<file path="src/rtl/mem_rr_arbiter.sv">
// Round-robin arbiter sharing one PicoRV32-style memory slave port between
// N_CORES requesters. Request-driven: idle cores consume no slots, each
// transfer is bounded by an optional wait timeout, and the core that just
// finished has the lowest priority in the next arbitration.
module mem_rr_arbiter #(
  parameter int N_CORES  = 4,
  parameter int IDX_BITS = $clog2(N_CORES),
  parameter int TIMEOUT  = 255
) (
  input  logic                    clk,
  input  logic                    rst,
  input  logic [N_CORES-1:0]      req_valid,
  input  logic [32*N_CORES-1:0]   req_addr,
  input  logic [32*N_CORES-1:0]   req_wdata,
  input  logic [4*N_CORES-1:0]    req_wstrb,
  output logic [N_CORES-1:0]      req_ready,
  output logic [32*N_CORES-1:0]   req_rdata,
  output logic                    mem_valid,
  output logic [31:0]             mem_addr,
  output logic [31:0]             mem_wdata,
  output logic [3:0]              mem_wstrb,
  input  logic                    mem_ready,
  input  logic [31:0]             mem_rdata,
  output logic [IDX_BITS-1:0]     grant_idx,
  output logic                    busy,
  output logic                    timeout_err
);

  // A disabled timeout still needs a legal (unused) one-bit counter.
  localparam int CNT_W = (TIMEOUT > 0) ? $clog2(TIMEOUT + 1) : 1;
  localparam logic [CNT_W-1:0] WAIT_LIMIT = CNT_W'((TIMEOUT > 0) ? TIMEOUT - 1 : 0);

  typedef enum logic [1:0] {
    IDLE  = 2'd0,
    GRANT = 2'd1,
    DONE  = 2'd2
  } state_t;

  state_t              state_reg;
  logic [IDX_BITS-1:0] last_reg;
  logic [CNT_W-1:0]    wait_reg;
  logic [31:0]         rdata_reg [N_CORES];

  logic [31:0]         lane_addr  [N_CORES];
  logic [31:0]         lane_wdata [N_CORES];
  logic [3:0]          lane_wstrb [N_CORES];

  logic                sel_found;
  logic [IDX_BITS-1:0] sel_idx;
  logic [IDX_BITS-1:0] cand_idx;
  logic                timeout_hit;

  // Split the flat per-core buses into lanes and expose the held read data.
  for (genvar gi = 0; gi < N_CORES; gi++) begin : g_lane
    assign lane_addr[gi]          = req_addr[32*gi +: 32];
    assign lane_wdata[gi]         = req_wdata[32*gi +: 32];
    assign lane_wstrb[gi]         = req_wstrb[4*gi +: 4];
    assign req_rdata[32*gi +: 32] = rdata_reg[gi];
  end

  // Rotating-priority pick: scan from last (lowest priority) downward so the
  // candidate nearest to last+1 is the one left standing.
  always_comb begin
    sel_found = 1'b0;
    sel_idx   = '0;
    cand_idx  = '0;
    for (int k = N_CORES; k >= 1; k--) begin
      cand_idx = IDX_BITS'((int'(last_reg) + k) % N_CORES);
      if (req_valid[cand_idx]) begin
        sel_found = 1'b1;
        sel_idx   = cand_idx;
      end
    end
  end

  assign timeout_hit = (TIMEOUT != 0) && (wait_reg == WAIT_LIMIT);

  // Arbitration FSM with all slave-side and requester-side outputs registered.
  always_ff @(posedge clk or posedge rst) begin
    if (rst) begin
      state_reg   <= IDLE;
      last_reg    <= IDX_BITS'(N_CORES - 1);
      wait_reg    <= '0;
      grant_idx   <= '0;
      mem_valid   <= 1'b0;
      mem_addr    <= '0;
      mem_wdata   <= '0;
      mem_wstrb   <= '0;
      req_ready   <= '0;
      busy        <= 1'b0;
      timeout_err <= 1'b0;
      for (int i = 0; i < N_CORES; i++) begin
        rdata_reg[i] <= '0;
      end
    end else begin
      case (state_reg)
        IDLE: begin
          if (sel_found) begin
            grant_idx <= sel_idx;
            last_reg  <= sel_idx;
            mem_addr  <= lane_addr[sel_idx];
            mem_wdata <= lane_wdata[sel_idx];
            mem_wstrb <= lane_wstrb[sel_idx];
            wait_reg  <= '0;
            mem_valid <= 1'b1;
            busy      <= 1'b1;
            state_reg <= GRANT;
          end
        end
        GRANT: begin
          wait_reg <= wait_reg + CNT_W'(1);
          // A response on the timeout cycle still counts as a real response.
          if (mem_ready) begin
            rdata_reg[grant_idx] <= mem_rdata;
            mem_valid            <= 1'b0;
            req_ready            <= '0;
            req_ready[grant_idx] <= 1'b1;
            state_reg            <= DONE;
          end else if (timeout_hit) begin
            rdata_reg[grant_idx] <= '0;
            mem_valid            <= 1'b0;
            req_ready            <= '0;
            req_ready[grant_idx] <= 1'b1;
            timeout_err          <= 1'b1;
            state_reg            <= DONE;
          end
        end
        DONE: begin
          // The finishing core drops its request on this edge; no arbitration.
          req_ready   <= '0;
          timeout_err <= 1'b0;
          busy        <= 1'b0;
          state_reg   <= IDLE;
        end
        default: begin
          state_reg <= IDLE;
        end
      endcase
    end
  end

endmodule
</file>
<file path="config.mk">
export PLATFORM = sky130hd
export DESIGN_NAME = mem_rr_arbiter
export DESIGN_NICKNAME = d
export VERILOG_FILES = /design/src/rtl/mem_rr_arbiter.sv
export SDC_FILE = /design/constraint.sdc
export NUM_CORES = 1
export LEC_CHECK = 0
export ABC_AREA = 1
export BUFFER_PORTS_ARGS = -buffer_cell sky130_fd_sc_hd__buf_2
export CAP_MARGIN = 10
export CORE_AREA = 2 2 202 204
export DETAILED_ROUTE_END_ITERATION = 10
export DIE_AREA = 0 0 204 206
export GPL_TIMING_DRIVEN = 0
export PLACE_DENSITY = 0.55
export SKIP_CTS_REPAIR_TIMING = 1
export SYNTH_ARGS = -nofsm -noshare
export SYNTH_HDL_FRONTEND = slang
export SYNTH_SLANG_ARGS = --single-unit
</file>
<file path="constraint.sdc">
create_clock -name clk -period 10.85 [get_ports clk]
set_clock_uncertainty 0.15 [all_clocks]
set_input_delay 2.17 -clock clk [delete_from_list [all_inputs] [get_ports clk]]
set_output_delay 2.17 -clock clk [all_outputs]
set_load 0.03 [all_outputs]
</file>
Word level (Yosys, flattened, before mapping)
Index checks and enable logic that the tools add are counted.
{"block": "word_totals", "ff_bits": 217, "input_bits": 311}
{"block": "classes", "addsub": 5, "magnitude_cmp": 9, "n_eq_ne": 7, "muxes": 49, "bitwise": 4, "reduce_logical": 15}
{"operator": "2-to-1 mux 128 bit", "n": 2}
{"operator": "2-to-1 mux 32 bit", "n": 5}
{"operator": "bitwise AND 128 bit", "n": 1}
{"operator": "binary-select mux 32 bit (select 2 bit)", "n": 2}
{"operator": "bitwise mux 128 bit", "n": 1}
{"operator": "NOT 128 bit", "n": 1}
{"operator": "demux 32 bit (select 2 bit)", "n": 1}
{"operator": "2-to-1 mux 4 bit", "n": 4}
{"operator": "one-hot mux 8 bit (2 select lines)", "n": 1}
{"operator": "< comparator 2 x 3 -> 1 bit, second input constant", "n": 5}
{"operator": "2-to-1 mux 1 bit", "n": 14}
{"operator": "2-to-1 mux 2 bit", "n": 7}
{"operator": "AND reduction 2 bit", "n": 6}
{"operator": "adder 8 x 1 -> 8 bit, second input constant", "n": 1}
{"operator": "binary-select mux 1 bit (select 2 bit)", "n": 4}
{"operator": "binary-select mux 4 bit (select 2 bit)", "n": 1}
{"operator": "equality test 8 bit, second input constant", "n": 1}
{"operator": "2-to-1 mux 8 bit", "n": 1}
{"operator": "one-hot mux 4 bit (2 select lines)", "n": 1}
{"operator": "nonzero test 2 bit", "n": 4}
{"operator": "greater-or-equal comparator 3 bit, second input constant", "n": 2}
{"operator": "inequality test 2 bit, second input constant", "n": 3}
{"operator": "NOT 2 -> 3 bit", "n": 2}
{"operator": "one-hot mux 1 bit (2 select lines)", "n": 3}
{"operator": "other kinds (12)", "n": 16}

Longest topological paths before layout
Gate-level depths: netlist of the first run.
{"block": "logic_depth", "ltp_word": 11, "ltp_mapped": 16, "ltp_nobuf": 13}

Least setup slack after synthesis of the first run
Ideal clock, no wire load.
{"block": "synth_path", "path_type": "input -> register", "from": "in req_valid[3]", "to": "reg mem_wdata[25]", "t_arrival_ps": 3293, "slack_ps": 7289, "cell_stages": 15, "path_buffers": 3, "cell_sequence": "inv_1 nand2_1 nand3_1 nand2_1 inv_1 nand2_1 nand2_1 nand2_2 buf_6 buf_6 buf_6 nand3_1 nand3_1 nand3_1 nand2_1"}
{"block": "synth_between", "elab_chain_cells": 10}
{"item": "from (decl)", "line": "12", "source": "input logic [N_CORES-1:0] req_valid,"}
{"item": "binary-select mux 1 bit (select 2 bit)", "line": "69", "source": "if (req_valid[cand_idx]) begin"}
{"item": "2-to-1 mux 1 bit (implied by the code)", "line": "69"}
{"item": "2-to-1 mux 2 bit (4 in a row)", "line": "69"}
{"item": "NOT 2 -> 3 bit (implied by the code)", "line": "102", "source": "mem_wdata <= lane_wdata[sel_idx];"}
{"item": "binary-select mux 32 bit (select 2 bit)", "line": "102"}
{"item": "2-to-1 mux 32 bit (implied by the code) (2 in a row)", "line": "102"}
{"item": "to (signal assigned)", "line": "102"}
{"item": "to (decl)", "line": "20", "source": "output logic [31:0] mem_wdata,"}
Several ways; a longest one is shown, not always the timed one. The select of a mux whose other input is x is not followed.
A chain may end at the register's enable or synchronous reset.

Worst setup path after layout of the first run
{"block": "layout_path", "from": "in req_valid[3]", "to": "reg mem_wdata[12]"}
The elaborated chain is that of the path after synthesis.

==> impl_results.md, run 1 <==
* Peak supply drop at between 0.0002 and 0.00025 V
* Initial drt markers at between 800 and 900
* Syn nets at around 1700
* Core area at between 40000 and 50000 µm²
* Final Hold Fails at 0
* Ys async rst share at 100%
* Unique masters post-synth at 30
* Final worst setup slack at approximately 7 ns
* Htree depth at 1
* Row count at 74
* Max Cap Violations at 0
* Initial Utilization at roughly 27%
* Sequential power share at between 20% and 30%
* Largest net degree at the start of global routing at between 100 and 150
* Synth Flop Type: dfrtp_1
* Flop2flop setup slack at ~8.1 ns
* Placer congestion estimate at just under 1
* Die area at between 40000 and 50000 µm²
* Avg Cell Area, Syn at approximately 7.9 µm²
* Final period util at between 30% and 40%
* Die width at ~200 µm
* Final Setup Violations at 0
* Syn-to-layout area delta at 38.6%
* Number of synthesized flops with an enable pin at 0
* DRC violations left at 0
* Fillers at between 4000 and 5000
* Combinational Power Share at a little over three fifths
* Synth warn at 0
* Worst Path Required at 11.12 ns
* Hold WC Path Type: reg2reg
* Psw at roughly 3.3 mW
* #FFs+latches synth at roughly 220
* Fin. max-slew vios at 0
* Critical path endpoint category: flip-flop
* Num CTS Buffers at 26
* Clk_lat worst skew at between 0.5 and 0.6 ns
* Startpoint Class: input port
* Final ANT Viol Nets at 0
* Via count at between 10000 and 15000
* Highest clock rate at around 260 MHz
* First-pass GRT wire length at 72000 µm
* Via density at a little under 5
* Ports at roughly 520
* Final Core Density at 37.3%
* Tmin final at approximately 3.9 ns
* CTS tree: yes
* Share of cells above drive strength 1 at 34.8%
* Total gr overflow at 0
* Clock network power share at approximately 15%
* Seq/Total Area, Yosys at between 50 and 60%
* Post-synthesis cell area at roughly 11000 µm²
* Post-Route WL at ~49000 µm
* Status: finished clean
* Die Height at between 200 and 250 µm
* P_leak at roughly 8.1 nW
* Crit-path max FO at 10
* Syn Inst Count at around 1400
* Post-DR wirelength/cell at roughly 20 µm
* RSZ-0062 raised after global routing: false
* Clk slew on worst S/H paths at about 0.06 ns
* Pwr/cell area at approximately 410 nW/µm²
* PortBufs at ~510
* HPWL after DPL at 37500 µm
* Max reg flops at between 100 and 150
* Switching portion of total power at a little over half
* Sink Count at roughly 220
* Pint at approximately 2.9 mW
* Final nets at around 2200
* Total Routing Usage GR at approximately 22%
* Initial antenna violation count at 2
* Slew headroom at around half
* Detailed Routing Iterations Pass 1 at 5
* Vias in the first global route at approximately 12000
* Maximum clock insertion buffer count at 3
* Arr. time, crit path at 4.14 ns
* Slew @ Worst Pin at approximately 0.75 ns
* DP Worst Slack at about 6.4 ns
* CTS Root Cell: clkbuf_16
* CP Class: in2reg
==> worst max-delay path, cell delays in order <==
cell and delay [ns]:
buf_2 0.09, inv_1 0.06, o21ai_1 0.18, nand2_1 0.10
nand3_1 0.11, nand3_1 0.07, nand2_1 0.08, nand2_2 0.21
inv_2 0.26, buf_2 0.36, nand3_1 0.16, nand3_1 0.20
nand2_1 0.08
==> cells in the mapped netlist (2+ instances only) <==
cell type	n	share of area [%]
nand4_1	3	0.17
buf_2	56	2.6
ha_1	6	0.69
buf_6	11	1.1
buf_4	14	0.97
nand2_1	477	17
o21ai_0	124	5.7
nand2_2	7	0.40
nand3_1	348	16
xor2_1	5	0.40
a21oi_1	2	0.092
o21ai_1	24	1.1
clkbuf_1	19	0.66
nor2_1	6	0.21
clkbuf_2	7	0.32
inv_2	5	0.17
dfstp_2	2	0.49
inv_1	22	0.76
nand3_2	11	1.0
dfrtp_1	215	50
==> per-stage QoR <==
| step | instance area [µm²] | TNS [ns] | instances | total power [mW] | hold WS (ns) |
|---|---|---|---|---|---|
| final | 15000 | 0 | 2472 | 6.15 | 0.323 |
| after global routing | 15000 | 0 | 2471 | 6.58 | 0.339 |
| after CTS | 15000 | 0 | 2469 | 6.16 | 0.326 |
| after detailed placement | 14100 | 0 | 2421 | 5.22 | 0.311 |
| after global placement | 14100 | -46.38 | 2420 | 5.19 | 0.311 |
| after floorplan | 10800 | 0 | 1374 | 3.90 | 0.320 |
==> metal layers <==
metal	vias to the layer above	GRT usage, %	routed length (µm)	share of wire, %
met2	537	36.8	22800	47
li1	5647	-	-	-
met4	0	8.98	2030	4.2
met3	116	4.65	3530	7.2
met5	-	0	0	0
met1	5833	29.0	20500	42
==> layout by cell type, fill, tap and decap left out, drive strengths merged <==
master,count
xnor2,1
nor2,6
clkinv,7
clkbuf,65
nand4,3
a31oi,1
and3,1
nor3,2
a21oi,2
xor2,5
dfrtp,215
ha,6
inv,28
nand2b,1
diode,3
dfstp,2
nand2,484
buf,597
bufinv,3
o21ai,149
nand3,359
==> power groups by stage <==
stage | combinational, mW | sequential [mW] | clock (mW)
2_1_floorplan | 1.85 | 2.06 | 0
3_3_place_gp | 3.81 | 1.38 | 0
3_5_place_dp | 3.84 | 1.38 | 0
4_1_cts | 3.84 | 1.38 | 0.941
5_1_grt | 4.18 | 1.42 | 0.976
6_report | 3.85 | 1.38 | 0.917
==> path summary, 6_finish.rpt <==
check | from | endpoint | depth (start not counted)
worst max-delay path | req_valid[3] | mem_wdata[12] | 13
worst min-delay path | mem_wdata[8] | mem_wdata[8] | 2
worst max register to register | last_reg[0] | mem_wdata[11] | 13
worst min register to register | mem_wdata[8] | mem_wdata[8] | 2
max in group asynchronous | rst | mem_wdata[2] | 3
min in group asynchronous | rst | req_rdata[74] | 2
==> cells by family (layout without fill, tap and decap cells) <==
family,after synthesis,in the layout,share of synthesized area [%]
DFF,217,217,50.2
other,0,3,0
adders and majority gates,6,6,0.693
xor gates and xnor gates,6,6,0.485
AOI/OAI and AO/OA,152,152,7.07
and+or+nand+nor,856,856,34.7
buffers and inverters,137,700,6.88
==> cell type report <==
cell class	instances	area [µm²]	share of cell area, %
plain buffers	108	631	4.20
clock buffers	39	759	5.06
inverters	29	121	0.809
flip-flops and latches	217	5430	36.2
clock inverters	9	135	0.901
diodes	3	7.51	0.0500
repair buffers	515	2600	17.3
multi-input cells	1020	4650	31.0
well taps	532	666	4.44
(Power assumes the default switching activity.)
==> run 2, diff against run 1 <==
==> constraint.sdc (replaced) <==
create_clock -name clk -period 3.69 [get_ports clk]
set_clock_uncertainty 0.15 [all_clocks]
set_input_delay 0.738 -clock clk [delete_from_list [all_inputs] [get_ports clk]]
set_output_delay 0.738 -clock clk [all_outputs]
set_load 0.03 [all_outputs]
==> impl_results.md, run 2 (synthesized netlist as in run 1, its figures left out) <==
* Max reg flops at 128 (unchanged)
* Detailed Routing Iterations Pass 1 at 5 (unchanged)
* RSZ-0062 raised after global routing: false
* DP Worst Slack at 0.832 ns (-5.55 ns)
* Fin. max-slew vios at 0 (unchanged)
* Max Cap Violations at 0 (unchanged)
* Syn-to-layout area delta at 40.3%
* Ports at 516 (unchanged)
* PortBufs at 514 (unchanged)
* Placer congestion estimate at 0.939 (-2.3%)
* Tightest hold margin at 0.0522 ns (-0.271 ns)
* Fillers at 4319 (-0.18%)
* Core area at 40200 µm² (unchanged)
* Crit-path max cell delay at 0.52 ns (+0.16 ns)
* Final Core Density at 37.8% (+0.47 points)
* Num CTS Buffers at 27 (+3.8%)
* Startpoint Class: flip-flop
* Final worst setup slack at 1.09 ns (-5.88 ns)
* Final Hold Fails at 0 (unchanged)
* Critical path endpoint category: flip-flop
* Final Setup Violations at 0 (unchanged)
* Die area at 42000 µm² (unchanged)
* Status: finished clean
* Area of the multi-input gates at 4650 µm² (unchanged)
* Worst path cell trace: buf_6 -> inv_6 -> nand2_1 -> nand2_2 -> nand2_2 -> nand3_1 -> nand3_1 -> nand2_1 -> nand2_2 -> buf_2 -> buf_2 -> nand3_1 -> nand3_1 -> nand2_1
* Register area at 5430 µm² (unchanged)
* Largest net degree at the start of global routing at 38 (-69%)
* Final period util at between 70% and 80%
* Tmin final at between 2 and 3 ns
* Post-DR wirelength/cell at 20.0 µm (+1.3%)
* Slew headroom at 53.7% (+3.7 points)
* P_leak at 8.16 nW (+0.95%)
* Total Routing Usage GR at 22.8% (+0.32 points)
* First-pass GRT wire length at 72500 µm (+0.75%)
* Via density at 4.89 (-0.31%)
* Pwr/cell area at 1200 nW/µm² (+190%)
* Crit-path max FO at 10 (unchanged)
* Arr. time, crit path at 2.88 ns (-1.26 ns)
* Peak supply drop at 0.000550 V (+130%)
* Share of cells above drive strength 1 at 35.0% (+0.20 points)
* CTS Root Cell: clkbuf_16
* Initial antenna violation count at 10 (+8)
* Row count at 74 (unchanged)
* Initial drt markers at 928 (+5.3%)
* Total gr overflow at 0 (unchanged)
* Die Height at 206 µm (unchanged)
* Placed Cells at 2426 (+0.21%)
* CTS tree: yes
* DRC violations left at 0 (unchanged)
* R2R depth at 14 (+1)
* Finished Layout Cells at 2485 (+0.53%)
* Maximum clock insertion buffer count at 3 (unchanged)
* Clk_lat worst skew at 0.54 ns (about the same)
* Clk slew on worst S/H paths at 0.06 ns (about the same)
* Htree depth at 1 (unchanged)
* Worst Path Required at 3.98 ns (-7.14 ns)
* HPWL after DPL at 39000 µm (+3.7%)
* Die width at 204 µm (unchanged)
* Vias in the first global route at 11900 (-0.74%)
* Worst path slowest cell: dfstp_2
* CP Class: reg2reg
* Highest clock rate at around 390 MHz
* Via count at 12200 (+0.21%)
* Most common cell after layout, fill and taps aside: buf_2
* Sink Count at 217 (unchanged)
* Hold WC Path Type: in2async
* Final ANT Viol Nets at 0 (unchanged)
* Post-Route WL at 49800 µm (+1.8%)
* Initial Utilization at 26.9% (unchanged)
* Crit path top cell by count: nand3_1
* Slew @ Worst Pin at 0.694 ns (-0.0549 ns)
* Most frequent cells in the layout: buf_2, nand2_1, nand3_1, dfrtp_1, o21ai_0
* Final nets at 2240 (+0.27%)
-- run 2: cell count changes in the layout (fill, tap and decap cells not counted), sizes merged --
cell	change
clkbuf	-1
buf	+5
clkinv	-2
diode	+7
bufinv	+3
clkinvlp	+1
-- run 2: worst max-delay path, delay by kind of cell, from the launching register on --
kind | cells | cell delay [ns]
buffers and inverters | 4 | 0.77
flip-flops | 1 | 0.52
AND/OR/NAND/NOR | 10 | 1.04
-- run 2: worst paths after layout --
path                              start       endpoint  slack (ns)
setup / recovery            last_reg[0]   mem_wdata[4]        1.09
min in group clk           mem_wdata[4]   mem_wdata[4]        0.32
hold reg to reg            mem_wdata[4]   mem_wdata[4]        0.32
max in group asynchronous           rst  mem_wdata[14]        2.05
hold / removal                      rst   mem_wdata[1]        0.05
setup reg to reg            last_reg[0]   mem_wdata[4]        1.09
-- run 2: layout make-up --
class,count,share of cell area [%]
diodes,10,0.165
well taps,532,4.38
plain buffers,108,4.15
repair buffers,520,17.7
inverters,29,0.774
clock buffers,38,4.98
clock inverters,11,1.45
flip-flops and latches,217,35.8
multi-input cells,1020,30.6
-- run 2: stage by stage --
| step | total power [mW] | cell area (µm²) | setup TNS (ns) |
|---|---|---|---|
| 2_1_floorplan | 11.5 | 10800 | -4.83 |
| 3_3_place_gp | 15.2 | 14100 | -327.86 |
| 3_5_place_dp | 15.3 | 14200 | 0 |
| 4_1_cts | 18.3 | 15200 | 0 |
| 5_1_grt | 19.5 | 15200 | 0 |
| 6_report | 18.3 | 15200 | 0 |
-- run 2: report_power, final --
| part | internal, mW | switching [mW] | leakage [nW] |
|---|---|---|---|
| combinational | 3.28 | 7.96 | 4.89 |
| sequential | 3.49 | 0.599 | 2.79 |
| clock | 1.85 | 1.08 | 0.480 |
-- run 2: per-layer routing --
metal	share of wire, %	global-route usage (%)
met1	40	28.8
met2	47	37.2
met3	8.0	5.38
met4	4.1	9.78
met5	0.026	0
